File: config.mk
export PLATFORM = sky130hd
export DESIGN_NAME = alu_op_sequencer_flat
export DESIGN_NICKNAME = d
export VERILOG_FILES = /design/src/rtl/alu_op_sequencer_pkg.sv /design/src/rtl/alu_op_sequencer_if.sv /design/src/rtl/alu_op_sequencer_regfile.sv /design/src/rtl/alu_op_sequencer.sv /design/src/flat_wrapper.sv
export SDC_FILE = /design/constraint.sdc
export NUM_CORES = 1
export LEC_CHECK = 0
export ABC_CLOCK_PERIOD_IN_PS = 5000
export CAP_MARGIN = 20
export CORE_ASPECT_RATIO = 0.8
export CORE_UTILIZATION = 50
export CTS_CLUSTER_SIZE = 14
export DETAILED_ROUTE_END_ITERATION = 12
export DONT_BUFFER_PORTS = 1
export HOLD_SLACK_MARGIN = 0.1
export PLACE_DENSITY = 0.66
export SYNTH_ARGS = -nofsm -noshare
export SYNTH_HDL_FRONTEND = slang
export SYNTH_SLANG_ARGS = --single-unit
File: constraint.sdc
create_clock -name clk -period 5 [get_ports clk]
set_input_delay 0.5 -clock clk [delete_from_list [all_inputs] [get_ports clk]]
set_output_delay 0.5 -clock clk [all_outputs]
set_load 0.01 [all_outputs]
File: src/rtl/alu_op_sequencer_pkg.sv
// Shared types and constants for the ALU issue/writeback sequencer.
// Instruction layout: [15:12] op, [11:9] rd, [8:6] rs1, [5:3] rs2; LDI immediate in [8:0].
package alu_seq_pkg;

   localparam int DATA_W = 16;
   localparam int LDI_W  = 9;
   localparam int REG_N  = 8;
   localparam int REG_AW = 3;

   localparam int OP_MSB  = 15;
   localparam int OP_LSB  = 12;
   localparam int RD_MSB  = 11;
   localparam int RD_LSB  = 9;
   localparam int RS1_MSB = 8;
   localparam int RS1_LSB = 6;
   localparam int RS2_MSB = 5;
   localparam int RS2_LSB = 3;
   localparam int IMM_MSB = LDI_W - 1;
   localparam int IMM_LSB = 0;

   typedef enum logic [3:0] {
      OP_ADD  = 4'b0000,
      OP_SUB  = 4'b0001,
      OP_AND  = 4'b0010,
      OP_OR   = 4'b0011,
      OP_XOR  = 4'b0100,
      OP_NOTA = 4'b0101,
      OP_NOTB = 4'b0110,
      OP_SHL1 = 4'b0111,
      OP_SHR1 = 4'b1000,
      OP_LDI  = 4'b1001
   } op_e;

   typedef enum logic [1:0] {
      IDLE = 2'd0,
      EXEC = 2'd1,
      WB   = 2'd2
   } state_e;

   // Opcodes up to SHR1 are executed by the external ALU.
   function automatic logic is_alu_op(input logic [3:0] op);
      return op <= OP_SHR1;
   endfunction

endpackage

File: src/rtl/alu_op_sequencer_if.sv
// Instruction and result bus of the ALU sequencer.
// Handshake: a word transfers on a rising edge where instr_valid && instr_ready; res_valid is a one-cycle strobe.
interface alu_seq_if;
   import alu_seq_pkg::*;

   logic              instr_valid;
   logic              instr_ready;
   logic [DATA_W-1:0] instr_data;
   logic              res_valid;
   logic [DATA_W-1:0] res_data;
   logic [REG_AW-1:0] res_rd;

   modport master (
      output instr_valid, instr_data,
      input  instr_ready, res_valid, res_data, res_rd
   );

   modport slave (
      input  instr_valid, instr_data,
      output instr_ready, res_valid, res_data, res_rd
   );
endinterface

File: src/rtl/alu_op_sequencer_regfile.sv
// 8 x DATA_W register file: two asynchronous read ports, one synchronous write port.
// Register 0 always reads zero and ignores writes.
module alu_seq_regfile
   import alu_seq_pkg::*;
#(
   parameter int W = DATA_W
) (
   input  logic              clk,
   input  logic              rst_n,
   input  logic [REG_AW-1:0] i_ra1,
   input  logic [REG_AW-1:0] i_ra2,
   output logic [W-1:0]      o_rd1,
   output logic [W-1:0]      o_rd2,
   input  logic              i_we,
   input  logic [REG_AW-1:0] i_wa,
   input  logic [W-1:0]      i_wd
);

   logic [W-1:0] r_mem [REG_N];

   always_ff @(posedge clk or negedge rst_n) begin
      if (!rst_n) begin
         for (int i = 0; i < REG_N; i++) r_mem[i] <= '0;
      end else if (i_we && (i_wa != '0)) begin
         r_mem[i_wa] <= i_wd;
      end
   end

   assign o_rd1 = (i_ra1 == '0) ? '0 : r_mem[i_ra1];
   assign o_rd2 = (i_ra2 == '0) ? '0 : r_mem[i_ra2];

endmodule

File: src/rtl/alu_op_sequencer.sv
// Issue/writeback sequencer around an external 16-bit combinational ALU.
// Optional macro FAST_ISSUE_EN: accept in WB (2-cycle ALU throughput) with a WB-to-source bypass.
module alu_op_sequencer
#(
   parameter int DATA_W = alu_seq_pkg::DATA_W,
   parameter int LDI_W  = alu_seq_pkg::LDI_W
) (
   input  logic              clk,
   input  logic              rst_n,
   alu_seq_if.slave          bus,
   output logic [DATA_W-1:0] alu_a,
   output logic [DATA_W-1:0] alu_b,
   output logic [3:0]        alu_sel,
   input  logic [DATA_W-1:0] alu_out,
   input  logic              alu_carry,
   output logic              carry_flag,
   output logic              zero_flag,
   output logic              illegal_op,
   output logic [1:0]        dbg_state
);
   import alu_seq_pkg::*;

   state_e r_state, w_next_state;

   logic [3:0]        w_op;
   logic [REG_AW-1:0] w_rd, w_rs1, w_rs2;
   logic              w_is_alu, w_is_ldi, w_is_illegal;
   logic              w_ready, w_accept, w_we;
   logic [DATA_W-1:0] w_rf_rd1, w_rf_rd2, w_src1, w_src2, w_imm;

   logic [REG_AW-1:0] r_rd;
   logic [DATA_W-1:0] r_res;
   logic [DATA_W-1:0] r_alu_a, r_alu_b;
   logic [3:0]        r_alu_sel;
   logic              r_carry, r_zero, r_illegal;

   always_comb begin
      w_op         = bus.instr_data[OP_MSB:OP_LSB];
      w_rd         = bus.instr_data[RD_MSB:RD_LSB];
      w_rs1        = bus.instr_data[RS1_MSB:RS1_LSB];
      w_rs2        = bus.instr_data[RS2_MSB:RS2_LSB];
      w_imm        = {{(DATA_W-LDI_W){1'b0}}, bus.instr_data[LDI_W-1:0]};
      w_is_alu     = is_alu_op(w_op);
      w_is_ldi     = (w_op == OP_LDI);
      w_is_illegal = !w_is_alu && !w_is_ldi;
   end

   alu_seq_regfile #(.W(DATA_W)) u_regfile (
      .clk   (clk),
      .rst_n (rst_n),
      .i_ra1 (w_rs1),
      .i_ra2 (w_rs2),
      .o_rd1 (w_rf_rd1),
      .o_rd2 (w_rf_rd2),
      .i_we  (w_we),
      .i_wa  (r_rd),
      .i_wd  (r_res)
   );

`ifdef FAST_ISSUE_EN
   // The value being written this cycle is not yet visible in the regfile, so forward it.
   assign w_ready = (r_state == IDLE) || (r_state == WB);
   assign w_src1  = ((r_state == WB) && (r_rd != '0) && (w_rs1 == r_rd)) ? r_res : w_rf_rd1;
   assign w_src2  = ((r_state == WB) && (r_rd != '0) && (w_rs2 == r_rd)) ? r_res : w_rf_rd2;
`else
   assign w_ready = (r_state == IDLE);
   assign w_src1  = w_rf_rd1;
   assign w_src2  = w_rf_rd2;
`endif

   assign w_accept = bus.instr_valid && w_ready;
   assign w_we     = (r_state == WB);

   always_ff @(posedge clk or negedge rst_n) begin
      if (!rst_n) r_state <= IDLE;
      else        r_state <= w_next_state;
   end

   always_comb begin
      w_next_state = r_state;
      case (r_state)
         IDLE, WB: begin
            w_next_state = IDLE;
            if (w_accept && w_is_alu)      w_next_state = EXEC;
            else if (w_accept && w_is_ldi) w_next_state = WB;
         end
         EXEC:    w_next_state = WB;
         default: w_next_state = IDLE;
      endcase
   end

   // Operand/select registers change only when an ALU op is accepted, so the ALU inputs hold otherwise.
   always_ff @(posedge clk or negedge rst_n) begin
      if (!rst_n) begin
         r_rd      <= '0;
         r_res     <= '0;
         r_alu_a   <= '0;
         r_alu_b   <= '0;
         r_alu_sel <= '0;
         r_carry   <= 1'b0;
         r_zero    <= 1'b0;
         r_illegal <= 1'b0;
      end else begin
         r_illegal <= w_accept && w_is_illegal;
         if (w_accept && (w_is_alu || w_is_ldi)) r_rd <= w_rd;
         if (w_accept && w_is_alu) begin
            r_alu_a   <= w_src1;
            r_alu_b   <= w_src2;
            r_alu_sel <= w_op;
         end
         if (w_accept && w_is_ldi) r_res <= w_imm;
         if (r_state == EXEC) begin
            r_res  <= alu_out;
            r_zero <= (alu_out == '0);
            if (r_alu_sel == OP_ADD) r_carry <= alu_carry;
         end
      end
   end

   assign bus.instr_ready = w_ready;
   assign bus.res_valid   = (r_state == WB);
   assign bus.res_data    = r_res;
   assign bus.res_rd      = r_rd;
   assign alu_a           = r_alu_a;
   assign alu_b           = r_alu_b;
   assign alu_sel         = r_alu_sel;
   assign carry_flag      = r_carry;
   assign zero_flag       = r_zero;
   assign illegal_op      = r_illegal;
   assign dbg_state       = r_state;

endmodule

File: src/flat_wrapper.sv
// flat-port wrapper written by rule: the top's interface ports become plain ports
module alu_op_sequencer_flat import alu_seq_pkg::*;
#(
   parameter int DATA_W = alu_seq_pkg::DATA_W,
   parameter int LDI_W  = alu_seq_pkg::LDI_W
)
  (clk, rst_n, alu_a, alu_b, alu_sel, alu_out, alu_carry, carry_flag, zero_flag, illegal_op, dbg_state, bus_instr_valid, bus_instr_data, bus_instr_ready, bus_res_valid, bus_res_data, bus_res_rd);
  alu_seq_if bus_i ();
  input  logic clk;
  input  logic rst_n;
  output logic [DATA_W-1:0] alu_a;
  output logic [DATA_W-1:0] alu_b;
  output logic [3:0] alu_sel;
  input  logic [DATA_W-1:0] alu_out;
  input  logic alu_carry;
  output logic carry_flag;
  output logic zero_flag;
  output logic illegal_op;
  output logic [1:0] dbg_state;
  input wire logic [$bits(bus_i.instr_valid)-1:0] bus_instr_valid;
  input wire logic [$bits(bus_i.instr_data)-1:0] bus_instr_data;
  output wire logic [$bits(bus_i.instr_ready)-1:0] bus_instr_ready;
  output wire logic [$bits(bus_i.res_valid)-1:0] bus_res_valid;
  output wire logic [$bits(bus_i.res_data)-1:0] bus_res_data;
  output wire logic [$bits(bus_i.res_rd)-1:0] bus_res_rd;
  assign bus_i.instr_valid = bus_instr_valid;
  assign bus_i.instr_data = bus_instr_data;
  assign bus_instr_ready = bus_i.instr_ready;
  assign bus_res_valid = bus_i.res_valid;
  assign bus_res_data = bus_i.res_data;
  assign bus_res_rd = bus_i.res_rd;
  alu_op_sequencer #(.DATA_W(DATA_W), .LDI_W(LDI_W)) u_core (.clk(clk), .rst_n(rst_n), .bus(bus_i), .alu_a(alu_a), .alu_b(alu_b), .alu_sel(alu_sel), .alu_out(alu_out), .alu_carry(alu_carry), .carry_flag(carry_flag), .zero_flag(zero_flag), .illegal_op(illegal_op), .dbg_state(dbg_state));
endmodule
==> results of run 1 <==
==> how the worst max path moves through the flow <==
stage / start / to / slack [ps] / cells past startpoint
finish: u_core.dbg_state[0]$_DFF_PN0_ / u_core.alu_b[5]$_DFFE_PN0P_ / 2060 / 5
CTS: u_core.dbg_state[1]$_DFF_PN0_ / u_core.alu_b[5]$_DFFE_PN0P_ / 2150 / 5
global route: u_core.dbg_state[1]$_DFF_PN0_ / u_core.alu_a[1]$_DFFE_PN0P_ / 1940 / 5
global placement: u_core.dbg_state[1]$_DFF_PN0_ / u_core.alu_b[11]$_DFFE_PN0P_ / 2310 / 5
detailed placement: u_core.dbg_state[1]$_DFF_PN0_ / u_core.alu_b[5]$_DFFE_PN0P_ / 2170 / 5
floorplan: u_core.dbg_state[0]$_DFF_PN0_ / u_core.u_regfile.r_mem[37]$_DFFE_PN0P_ / 3220 / 4
==> where the power goes <==
group | switching, mW | internal (mW)
Sequential | 0.617 | 1.95
Clock | 0.548 | 0.858
Combinational | 0.444 | 0.687
Total | 1.61 | 3.50
==> cell type report <==
| type | instances | area, sq um |
|---|---|---|
| Clock buffer | 20 | 456.7 |
| Timing Repair Buffer | 7 | 72.57 |
| Fill cell | 1401 | 7358 |
| Clock inverter | 12 | 168.9 |
| Sequential cell | 172 | 4304 |
| Multi-Input combinational cell | 456 | 3914 |
| Tap cell | 220 | 275.3 |
| Inverter | 1 | 3.754 |
==> critical path, stage by stage, from the launching register on <==
cell and delay (ps):
dfrtp_1 610, nor3b_4 70, buf_4 280, nand2_1 500, clkinv_1 940, a31oi_1 420
==> cell families after synthesis <==
kind of cell | Yosys count | synth area share
multiplexers | 215 | 0.2777
buffers and inverters | 54 | 0.02948
AND/OR/NAND/NOR | 73 | 0.05066
flip-flops | 172 | 0.5096
AO/OA/AOI/OAI | 168 | 0.1326
==> routing by layer <==
layer / wire, um / up-vias
met5: 0 / -
met4: 317 / 0
met3: 1809 / 28
met2: 10470 / 254
met1: 10280 / 3038
li1: - / 2528
==> synthesized netlist by cell type, drive strengths merged (4+ instances only) <==
library cell,number
mux2i,60
nand2,20
a211o,10
buf,26
nand3,9
dfrtp,172
o22ai,6
mux2,155
o31ai,7
nor2,13
o21ai,26
nor3b,6
nand2b,4
a22oi,15
nor2b,4
nor4,6
clkbuf,27
a31oi,34
a21oi,35
o22a,25
a221oi,7
==> sequential cells by signal, summed over array words and instances (netlist names) <==
signal and cells:
u_core.dbg_state 2, u_core.alu_sel 4, u_core.bus.res_data 16, u_core.bus.res_rd 3, u_core.alu_b 16, u_core.illegal_op 1
u_core.carry_flag 1, u_core.zero_flag 1, u_core.u_regfile.r_mem 112, u_core.alu_a 16
==> through the flow <==
step | worst slack [ps] | utilization
global placement | 2310 | 0.5160
finish | 2060 | 0.5555
CTS | 2151 | 0.5555
detailed placement | 2171 | 0.5160
floorplan | 3223 | -
global route | 1936 | 0.5555
==> key figures, run 1 <==
Outcome
  • Status: complete, no violations

Route
  • Vias after detailed routing: approximately 5800
  • DR WL/cell: 25.76 um
  • Vias/cell: 6.586
  • DRT Pass-1 Iters: 6
  • ANT nets after route: 0
  • # DRC: 0
  • Final WL: around 23000 um
  • Initial drt markers: 483

Clocking
  • Clock Latency Late Sink: 440 ps
  • CTS tree: yes
  • Post-CTS setup buffers: 0
  • Cts hold-fix bufs: 1
  • Num CTS Buffers: 17
  • CTS resizes: 0
  • Worst-path clk slew: ~60 ps
  • Max Root-Sink Buffers: 2
  • Clk sinks: approximately 170
  • CTS Root Cell: clkbuf_16
  • Htree depth: 4

Timing
  • Slew HR: 0.2285
  • Setup-failing EPs final: 0
  • Max Slew Vio Count: 0
  • Crit path time final: 2940 ps
  • Maximum clock rate: about 340 MHz
  • Least-Margin Pin Slew: roughly 1200 ps
  • Final hold slack: a little over 70 ps
  • Final hold violations: 0
  • Period utilisation layout: 0.5880
  • Setup TNS: 0 ps
  • RSZ-0062 raised after global routing: false
  • Fin Clk Skew: around 7.9 ps

Placement
  • Post-Place Cell Area: around 8500 sq um
  • Hpwl dp: ~13000 um
  • Port buffer count: 0
  • GPL Wtd Cong: 0.7897
  • Placed Cells: between 800 and 900

Setup path
  • Worst setup path class: flip-flop to flip-flop
  • CP arrival: 3270 ps
  • Startpoint types: flip-flop
  • Worst R2R End: u_core.alu_b[5]$_DFFE_PN0P_
  • Critical Path RT: approximately 5300 ps
  • Crit. End Element: flip-flop
  • Cell depth of the worst flop-to-flop path: 5
  • Worst-path maximum fanout: 36
  • R2R setup slack: 2060 ps
  • Crit Reg-Reg Startpoint: u_core.dbg_state[0]$_DFF_PN0_

Synthesis
  • Async S/R FF share, synth: 1.000
  • Syn Inst Count: 682
  • Syn Area/Cell: approximately 12 sq um
  • Synthesized cell area: between 8000 and 9000 sq um
  • Cell taking the most area after synthesis: dfrtp_1
  • Most used flip-flop cell after synthesis: dfrtp_1
  • Post-synth EDFFs: 0
  • Netlist cell types: 40
  • Syn nets: 718
  • Top post-synthesis cells by area: dfrtp_1 51%, mux2_2 21%, mux2i_1 7.1%, o22a_1 2.6%, a31oi_1 2.5%
  • Yosys reg bits: ~170
  • Top cell type's share of synthesized area: 0.5096
  • Sequential element share of the synthesized area: 0.5096
  • Yosys warnings: 0

Cells and area
  • Commonest non-fill, non-tap cell in the layout: dfrtp_1
  • Most frequent cells in the layout: 172 x dfrtp_1, 155 x mux2_2, 60 x mux2i_1, 35 x a21oi_1, 34 x a31oi_1
  • Area grow syn2layout: 8.858%
  • Post-route cell area: 9195 sq um
  • Share of cells above drive strength 1: 0.3054
  • Final std cells w/o fill: roughly 890
  • Final nets: ~690
  • Ant. Diodes: 0

Pwr
  • Peak supply drop: 0.3111 mV
  • Power per cell area: 555.2 nW/um^2
  • Total Power: slightly above 5 mW
  • P_leak: around 4.0 nW

Job
  • Max cap viols: 0

Global route
  • All-Layer GR Usage: 0.2731
  • Routing usage on met1: 0.3706
  • Pin count of the biggest net entering global routing: between 150 and 200
  • First-pass GRT wire length: roughly 35000 um
  • GRT Residual Overflow: 0
  • Vias in the first global route: 5997
  • Initial antenna violation count: 0
  • Grt met3 use: 0.09730
  • GRT busiest layer: met2
  • GRT met2 Usage: 0.4095

Min path
  • Hold Path Class: primary input to async pin

Die
  • Die width: between 100 and 150 um
  • Num ports: 98
  • Height of the chip: between 100 and 150 um
  • Initial Util: 0.5103
  • Rows: between 40 and 50
  • Placeable Area: 16550 sq um
  • Die area: between 15000 and 20000 sq um
Power figures use the tool's default switching activity.
==> inputs of run 2 (changes only) <==
--- a/config.mk
+++ b/config.mk
@@ -5,7 +5,7 @@
 export SDC_FILE = /design/constraint.sdc
 export NUM_CORES = 1
 export LEC_CHECK = 0
-export ABC_CLOCK_PERIOD_IN_PS = 5000
+export ABC_CLOCK_PERIOD_IN_PS = 2700
 export CAP_MARGIN = 20
 export CORE_ASPECT_RATIO = 0.8
 export CORE_UTILIZATION = 50
@@ -13,7 +13,7 @@
 export DETAILED_ROUTE_END_ITERATION = 12
 export DONT_BUFFER_PORTS = 1
 export HOLD_SLACK_MARGIN = 0.1
-export PLACE_DENSITY = 0.66
+export PLACE_DENSITY = 0.69
 export SYNTH_ARGS = -nofsm -noshare
 export SYNTH_HDL_FRONTEND = slang
 export SYNTH_SLANG_ARGS = --single-unit
==> constraint.sdc (replaced) <==
create_clock -name clk -period 2.7 [get_ports clk]
set_input_delay 0.27 -clock clk [delete_from_list [all_inputs] [get_ports clk]]
set_output_delay 0.27 -clock clk [all_outputs]
set_load 0.01 [all_outputs]
==> key figures, run 2 (synthesized netlist as in run 1, its figures left out) <==
Clocking
  • Post-CTS setup buffers: 0
  • CTS Root Cell: clkbuf_16
  • Cts hold-fix bufs: 38
  • Max Root-Sink Buffers: 2
  • Worst-path clk slew: roughly 70 ps
  • Clk sinks: 172
  • CTS tree: yes
  • Htree depth: 4
  • Num CTS Buffers: 17
  • Clock Latency Late Sink: 430 ps

Die
  • Rows: 42
  • Placeable Area: around 17000 sq um
  • Num ports: a little under 100
  • Die width: approximately 150 um
  • Initial Util: 0.5103
  • Height of the chip: between 100 and 150 um
  • Die area: 17420 sq um

Cells and area
  • Area grow syn2layout: 12.62%
  • Most frequent cells in the layout: 172 x dfrtp_1, 155 x mux2_2, 60 x mux2i_1, 38 x dlygate4sd3_1, 35 x a21oi_1
  • Max reg flops: roughly 110
  • Largest register by flop count: u_core.u_regfile.r_mem
  • Ant. Diodes: 0
  • Fillcell total: approximately 1300
  • Utilization after layout: 0.5747
  • Commonest non-fill, non-tap cell in the layout: dfrtp_1
  • Share of cells above drive strength 1: 0.2893
  • Post-route cell area: between 9000 and 10000 sq um
  • Final nets: between 700 and 800

Setup path
  • Startpoint types: flip-flop
  • Worst-path maximum fanout: 21
  • Worst setup path class: flip-flop to flip-flop
  • CP arrival: roughly 2700 ps
  • Crit. End Element: flip-flop
  • Critical Path RT: ~3000 ps

Placement
  • Port buffer count: 0
  • Hpwl dp: about 14000 um
  • Post-Place Cell Area: roughly 8600 sq um
  • GPL Wtd Cong: 0.8032

Pwr
  • NetSw: 2.912 mW
  • Seq pwr share: 0.521
  • Comb pwr share: 0.237
  • P_leak: between 4 and 5 nW
  • Design internal power: approximately 6.2 mW
  • Clock power share: 0.243
  • Power per cell area: roughly 960 nW/um^2
  • Total Power: 9.117 mW
  • Sw frac: 0.3194
  • Peak supply drop: 0.5370 mV

Timing
  • Final hold slack: -467.3 ps
  • Final hold violations: 172
  • Least-Margin Pin Slew: 1085 ps
  • RSZ-0062 raised after global routing: false
  • Period utilisation layout: 0.8962
  • Max Slew Vio Count: 0
  • Fin Clk Skew: slightly above 8 ps
  • Slew HR: 0.2764
  • Setup-failing EPs final: 0
  • Maximum clock rate: 413.3 MHz
  • Crit path time final: 2420 ps
  • Setup TNS: 0 ps

Route
  • Vias/cell: approximately 6.6
  • Final WL: approximately 24000 um
  • ANT nets after route: 0
  • Initial drt markers: between 600 and 700
  • DR WL/cell: ~25 um
  • # DRC: 0
  • Vias after detailed routing: between 6000 and 7000
  • DRT Pass-1 Iters: 5

Global route
  • Vias in the first global route: 6421
  • Initial antenna violation count: 1
  • Pin count of the biggest net entering global routing: approximately 170
  • GRT Residual Overflow: 0
  • First-pass GRT wire length: about 37000 um
  • All-Layer GR Usage: 0.2838

Outcome
  • Violations in the final reports: hold timing
  • Status: complete, but fails checks

Min path
  • Hold Path Class: primary input to async pin

Job
  • Max cap viols: 0
==> run 2: cell types whose count changed in the layout (fill, tap and decap cells not counted), moves of 4 or more <==
cell	change
buf_4	+6
clkbuf_1	+4
dlygate4sd3_1	+38
bufinv_16	-4
==> run 2: final timing paths <==
path | start | endpoint | slack, ps | depth (start not counted)
worst max-delay path | u_core.dbg_state[1]$_DFF_PN0_ | u_core.bus.res_data[1]$_DFFE_PN0P_ | 280 | 4
max in group asynchronous | rst_n | u_core.u_regfile.r_mem[29]$_DFFE_PN0P_ | 2900 | 0
worst min register to register | u_core.u_regfile.r_mem[84]$_DFFE_PN0P_ | u_core.u_regfile.r_mem[84]$_DFFE_PN0P_ | 530 | 1
worst min-delay path | rst_n | u_core.alu_b[2]$_DFFE_PN0P_ | -470 | 0
worst max register to register | u_core.dbg_state[1]$_DFF_PN0_ | u_core.bus.res_data[1]$_DFFE_PN0P_ | 280 | 4
min in group clk | bus_instr_data[6] | u_core.alu_a[9]$_DFFE_PN0P_ | 110 | 2
==> run 2: metrics by stage <==
step                hold slack, ps  setup slack [ps]  instances
floorplan                   -25.59             922.7        682
detailed placement          -15.38             745.4        862
finish                      -467.3             280.3        932
global route                -481.9             181.7        932
global placement            -15.15             768.9        862
CTS                         -469.6             366.2        932
==> run 2: layout make-up <==
type	count	area, sq um	share of cell area
Timing Repair Buffer	51	490.5	0.05156
Multi-Input combinational cell	456	3914	0.4114
Clock inverter	7	40.04	0.004209
Inverter	1	3.754	0.0003946
Clock buffer	25	485.5	0.05103
Tap cell	220	275.3	0.02894
Sequential cell	172	4304	0.4525
==> run 2: repair_timing <==
item / CTS / global route
endpoints found under the setup margin: 0 / 0
hold endpoints to repair: 212 / 172
gates resized for setup: 0 / 0
==> run 2: power by group through the flow <==
stage	combinational, mW	sequential (mW)	clock [mW]
CTS	2.15	4.73	2.23
finish	2.16	4.75	2.21
global route	2.36	4.89	2.34
global placement	1.95	4.68	0
detailed placement	2.04	4.77	0
floorplan	1.79	4.38	0
==> run 2: layer usage <==
metal / routed length (um) / vias up / GRT usage / part of all wire
li1: - / 2627 / - / -
met1: 10220 / 3183 / 0.3860 / 0.43
met2: 10880 / 295 / 0.4310 / 0.46
met3: 2034 / 55 / 0.08803 / 0.086
met4: 535 / 4 / 0.09407 / 0.023
met5: 34 / - / 0 / 0.0014
==> run 2: worst max-delay path, stage by stage (launching register included) <==
cell and delay (ps):
dfrtp_1 520, or3b_2 770, o21ai_0 290, a31oi_1 130, dlygate4sd3_1 590
